### src/rtl/pipo_wr_arbiter.sv
// pipo_wr_arbiter
//   Round-robin write arbiter that owns the load enables of a small bank of
//   parallel-in/parallel-out registers. One requester is granted at a time.
//   The granted requester's data is loaded into its addressed register on the
//   edge that follows the grant, provided it still holds its request.
//   All register contents are presented in parallel on reg_q.
//
// Ports
//   clk          rising-edge clock
//   rst_n        synchronous active-low reset
//   req          per-requester level request, held until granted
//   wdata        per-requester write data, slice i = wdata[i*WIDTH +: WIDTH]
//   waddr        per-requester target register, slice i = waddr[i*AW +: AW]
//   gnt          registered one-hot grant
//   busy         high while a grant is outstanding
//   reg_q        parallel bank contents, slice k = register k
//   last_id      requester that completed the most recent write
//   wr_count     completed writes, saturating at 255
//   abort_count  withdrawn grants, saturating at 255
module pipo_wr_arbiter #(
  parameter int NREQ  = 4,
  parameter int WIDTH = 4,
  parameter int NREG  = 4,
  localparam int AW   = $clog2(NREG),
  localparam int IW   = $clog2(NREQ)
) (
  input  logic                  clk,
  input  logic                  rst_n,
  input  logic [NREQ-1:0]       req,
  input  logic [NREQ*WIDTH-1:0] wdata,
  input  logic [NREQ*AW-1:0]    waddr,
  output logic [NREQ-1:0]       gnt,
  output logic                  busy,
  output logic [NREG*WIDTH-1:0] reg_q,
  output logic [IW-1:0]         last_id,
  output logic [7:0]            wr_count,
  output logic [7:0]            abort_count
);

  typedef enum logic [0:0] {
    ST_IDLE = 1'b0,
    ST_GNT  = 1'b1
  } state_t;

  state_t               state_q, state_d;
  logic [NREQ-1:0]      gnt_q, gnt_d;
  logic                 busy_q, busy_d;
  logic [IW-1:0]        win_q, win_d;
  logic [IW-1:0]        ptr_q, ptr_d;
  logic [IW-1:0]        last_id_q, last_id_d;
  logic [7:0]           wr_count_q, wr_count_d;
  logic [7:0]           abort_count_q, abort_count_d;
  logic [WIDTH-1:0]     bank_q [NREG];
  logic [WIDTH-1:0]     bank_d [NREG];

  logic [AW-1:0]        sel_addr_s;
  logic [WIDTH-1:0]     sel_data_s;

  // First requesting index found when scanning upward from p, wrapping.
  // Scanning from the far end downward lets the nearest hit overwrite.
  function automatic logic [IW-1:0] rr_pick(input logic [NREQ-1:0] r,
                                            input logic [IW-1:0]   p);
    int idx;
    rr_pick = p;
    for (int k = NREQ - 1; k >= 0; k--) begin
      idx     = (int'(p) + k) % NREQ;
      rr_pick = r[idx] ? IW'(idx) : rr_pick;
    end
  endfunction

  function automatic logic [NREQ-1:0] one_hot(input logic [IW-1:0] w);
    one_hot    = '0;
    one_hot[w] = 1'b1;
  endfunction

  function automatic logic [7:0] sat_inc(input logic [7:0] v);
    sat_inc = (v == 8'hFF) ? v : v + 8'd1;
  endfunction

  // Address and data of the currently held winner.
  always_comb begin
    sel_addr_s = waddr[win_q*AW +: AW];
    sel_data_s = wdata[win_q*WIDTH +: WIDTH];
  end

  // Next-state, grant, pointer, counter and bank-load logic.
  always_comb begin
    state_d       = state_q;
    gnt_d         = gnt_q;
    busy_d        = busy_q;
    win_d         = win_q;
    ptr_d         = ptr_q;
    last_id_d     = last_id_q;
    wr_count_d    = wr_count_q;
    abort_count_d = abort_count_q;
    bank_d        = bank_q;

    case (state_q)
      ST_IDLE: begin
        if (req != '0) begin
          win_d   = rr_pick(req, ptr_q);
          gnt_d   = one_hot(win_d);
          busy_d  = 1'b1;
          state_d = ST_GNT;
        end else begin
          gnt_d   = '0;
          busy_d  = 1'b0;
          state_d = ST_IDLE;
        end
      end
      ST_GNT: begin
        gnt_d   = '0;
        busy_d  = 1'b0;
        state_d = ST_IDLE;
        // Only the winner's own request matters here; others are ignored.
        if (req[win_q]) begin
          bank_d[sel_addr_s] = sel_data_s;
          ptr_d      = (win_q == IW'(NREQ - 1)) ? '0 : win_q + IW'(1);
          last_id_d  = win_q;
          wr_count_d = sat_inc(wr_count_q);
        end else begin
          abort_count_d = sat_inc(abort_count_q);
        end
      end
      default: begin
        gnt_d   = '0;
        busy_d  = 1'b0;
        state_d = ST_IDLE;
      end
    endcase
  end

  // State and datapath registers with synchronous active-low reset.
  always_ff @(posedge clk) begin
    if (!rst_n) begin
      state_q       <= ST_IDLE;
      gnt_q         <= '0;
      busy_q        <= 1'b0;
      win_q         <= '0;
      ptr_q         <= '0;
      last_id_q     <= '0;
      wr_count_q    <= 8'd0;
      abort_count_q <= 8'd0;
      for (int k = 0; k < NREG; k++) begin
        bank_q[k] <= '0;
      end
    end else begin
      state_q       <= state_d;
      gnt_q         <= gnt_d;
      busy_q        <= busy_d;
      win_q         <= win_d;
      ptr_q         <= ptr_d;
      last_id_q     <= last_id_d;
      wr_count_q    <= wr_count_d;
      abort_count_q <= abort_count_d;
      for (int k = 0; k < NREG; k++) begin
        bank_q[k] <= bank_d[k];
      end
    end
  end

  // Flatten the bank onto the parallel output; pure wiring from flops.
  always_comb begin
    reg_q = '0;
    for (int k = 0; k < NREG; k++) begin
      reg_q[k*WIDTH +: WIDTH] = bank_q[k];
    end
  end

  assign gnt         = gnt_q;
  assign busy        = busy_q;
  assign last_id     = last_id_q;
  assign wr_count    = wr_count_q;
  assign abort_count = abort_count_q;

endmodule

### config.mk
export PLATFORM = sky130hd
export DESIGN_NAME = pipo_wr_arbiter
export DESIGN_NICKNAME = d
export VERILOG_FILES = /design/src/rtl/pipo_wr_arbiter.sv
export SDC_FILE = /design/constraint.sdc
export NUM_CORES = 1
export LEC_CHECK = 0
export ABC_AREA = 1
export CAP_MARGIN = 30
export CORE_MARGIN = 2
export CORE_UTILIZATION = 25
export DETAILED_ROUTE_END_ITERATION = 8
export DONT_BUFFER_PORTS = 1
export PLACE_DENSITY = 0.41
export SLEW_MARGIN = 40
export SYNTH_ARGS = -nofsm -noshare
export SYNTH_HDL_FRONTEND = slang
export SYNTH_SLANG_ARGS = --single-unit
### constraint.sdc
create_clock -name clk -period 2.7 [get_ports clk]
set_input_delay 0.54 -clock clk [delete_from_list [all_inputs] [get_ports clk]]
set_output_delay 0.54 -clock clk [all_outputs]
set_load 0.05 [all_outputs]
==> impl_metrics.ini <==
[clock_tree]
cts_tree = yes
cts_sinks = 43
cts.repair.resized = 0
cts_buffers = 5
cts_htree_levels = 2
hold_buffers = 0
clock_path_buffers = 2
path_clk_slew_ps = 80
cts_setup_buffers = 0
clock_latency_ps = 300
cts-root-buf = clkbuf_8

[place]
placed_cell_area_sq_um = 2400
io_buffers = 0
dp_hpwl_mm = 4.19
gp_congestion = 0.758
dpl.cell_count = 436

[floorplanning]
dieArea_sq_um = 9580
core-area_sq_um = 8640
initial_core_util = 0.255
fp-row-count = 34
pin_count = 69
floorplan.die.width_um = 97.9
die_y_um = 97.9

[power_and_ir_drop]
p_per_area_nw_per_um2 = 651
power.internal_uw = 995
combPwrFrac = 0.235
peakVddDrop_uv = 221
leakage_nw = 1.03
swShare = 0.386
clkPwrFrac = 0.267
p_switching_uw = 626
p_seq_frac = 0.498

[yosys]
ys_seq_elements = 43
synth_edf_count = 0
synth-main-ff-cell = dfxtp_1
yosys_warnings = 0
synthArstFlopShare = 0
synth_fp_nets = 354
synth_cell_types = 30
ys_seq_area_frac = 0.391
netlist_area_sq_um = 2200
syn_area_per_cell_sq_um = 6.86
netlist_instances = 321

[global_routing]
gr-usage-all-layers = 0.121
grt_pass1_vias = 1890
grt_max_degree = 27
antenna_found_initial = 0
grt_overflow_total = 0
grt_pass1_wl_mm = 9.48

[outcome]
status = finished clean

[sta]
tns_ps = 0
maxSlewHeadroom = 0.599
slew_violations = 0
finalCritPeriodShare = 0.687
setup_violations = 0
final-hold-violation-count = 0
max_slew.worst_pin.slew_ps = 601
fin_skew_ps = 8.80
grt_setup_unrepaired = no
max_freq_mhz = 539
period_minus_slack_ps = 1860

[finish]
area_growth_pct = 13.1
mostFrequentLayoutCell = nand2_1
fin_cells = 443
diodes = 0
num-fill-cells = 960
final_layout_size_suffix_gt1_frac = 0.122
design_area_sq_um = 2490
fin_nets = 368
final_cell_mix = nand2_1 (96), dfxtp_1 (43), nor2_1 (33)

[setup_path]
path_class = reg2reg
start_kind = register
reg2reg_slack_ps = 840
critPathMaxStageDelay_ps = 500
required_ps = 2890
arrival_ps = 2050
cp_max_fo = 12
critPathSlowestCell = dfxtp_1
cp-end-kind = register
worstPathCellList = inv_2 > nand3_2 > nand2_2 > nor2_4 > inv_2 > nor2_4 > inv_1 > nor2_1 > nor2_1

[run]
drv_cap = 0

[route]
routed_wl_mm = 5.68
drtAntennaViolNets = 0
top_layer_used = met4
drc = 0
num_vias = 2019
drt_first_pass_iters = 4
wl_met2_mm = 2.59
wl_met1_mm = 2.65
routed_via_density = 4.56
wl_met3_um = 374
wl_per_cell_um = 12.8
drtIter0Drc = 75

[worst_hold_path]
hold_class = in2reg
[worst paths after layout]
check,end,cells after the start,start
hold / removal,wr_count[2]$_SDFFE_PN0P_,2,rst_n
setup reg to reg,reg_q[0]$_SDFFE_PN0P_,9,win_q[1]$_SDFFE_PN0P_
hold reg to reg,abort_count[5]$_SDFFE_PN0P_,2,abort_count[5]$_SDFFE_PN0P_
setup / recovery,reg_q[0]$_SDFFE_PN0P_,9,win_q[1]$_SDFFE_PN0P_
[kinds of logic after synthesis]
family,Yosys count,synth area share
buffers and inverters,37,0.0761
flip-flops,43,0.391
XOR/XNOR,7,0.0278
adder cells (fa/ha/maj),3,0.0170
AO/OA/AOI/OAI,63,0.153
AND/OR/NAND/NOR,168,0.336
[final cells by class]
| class | instances | area, sq um | share of cell area |
|---|---|---|---|
| multi-input cells | 241 | 1170 | 0.472 |
| flip-flops and latches | 43 | 861 | 0.346 |
| well taps | 108 | 135 | 0.0542 |
| repair buffers | 16 | 120 | 0.0482 |
| inverters | 28 | 109 | 0.0437 |
| clock buffers | 6 | 82.6 | 0.0331 |
| clock inverters | 1 | 8.76 | 0.00352 |
[registers in the layout, summed over array words and instances (netlist names)]
register,count
gnt,4
ptr_q,2
wr_count,8
last_id,2
win_q,2
busy,1
abort_count,8
reg_q,16
[power by group through the flow]
stage               registers, mW  clock network [mW]  logic, mW
global route                0.815               0.480      0.439
CTS                         0.809               0.458      0.388
floorplan                   0.841                   0      0.292
finish                      0.807               0.432      0.381
global placement            0.824                   0      0.383
detailed placement          0.823                   0      0.384
[cell usage after synthesis, drive strengths merged (3+ instances only)]
| cell | n | area [sq um] |
|---|---|---|
| nand2 | 98 | 373 |
| dfxtp | 43 | 861 |
| nor2 | 37 | 164 |
| a21oi | 32 | 168 |
| inv | 27 | 104 |
| o21ai | 27 | 139 |
| nand3 | 22 | 125 |
| buf | 6 | 47.5 |
| nand4 | 5 | 46.3 |
| nor3 | 5 | 25.0 |
| xnor2 | 4 | 35.0 |
| clkbuf | 3 | 11.3 |
| ha | 3 | 37.5 |
| xor2 | 3 | 26.3 |
[critical path, delay by kind of cell (launching register included)]
kind | cells | cell delay [ps]
and+or+nand+nor | 6 | 830
buffers and inverters | 3 | 410
DFF | 1 | 500
[per-layer routing]
layer / vias up / GRT usage
met5: - / 0
met4: 0 / 0.0353
met3: 6 / 0.0480
met2: 32 / 0.186
met1: 906 / 0.158
li1: 1075 / -
[per-stage QoR]
| step | hold slack, ps | total power, mW | util | setup WS [ps] |
|---|---|---|---|---|
| final | 358 | 1.62 | 0.288 | 844 |
| after global routing | 343 | 1.73 | 0.288 | 599 |
| after CTS | 343 | 1.65 | 0.288 | 811 |
| after detailed placement | 514 | 1.21 | 0.278 | 811 |
| after global placement | 519 | 1.21 | 0.278 | 815 |
| after floorplan | 543 | 1.13 | - | 909 |
Power figures use the tool's default switching activity.
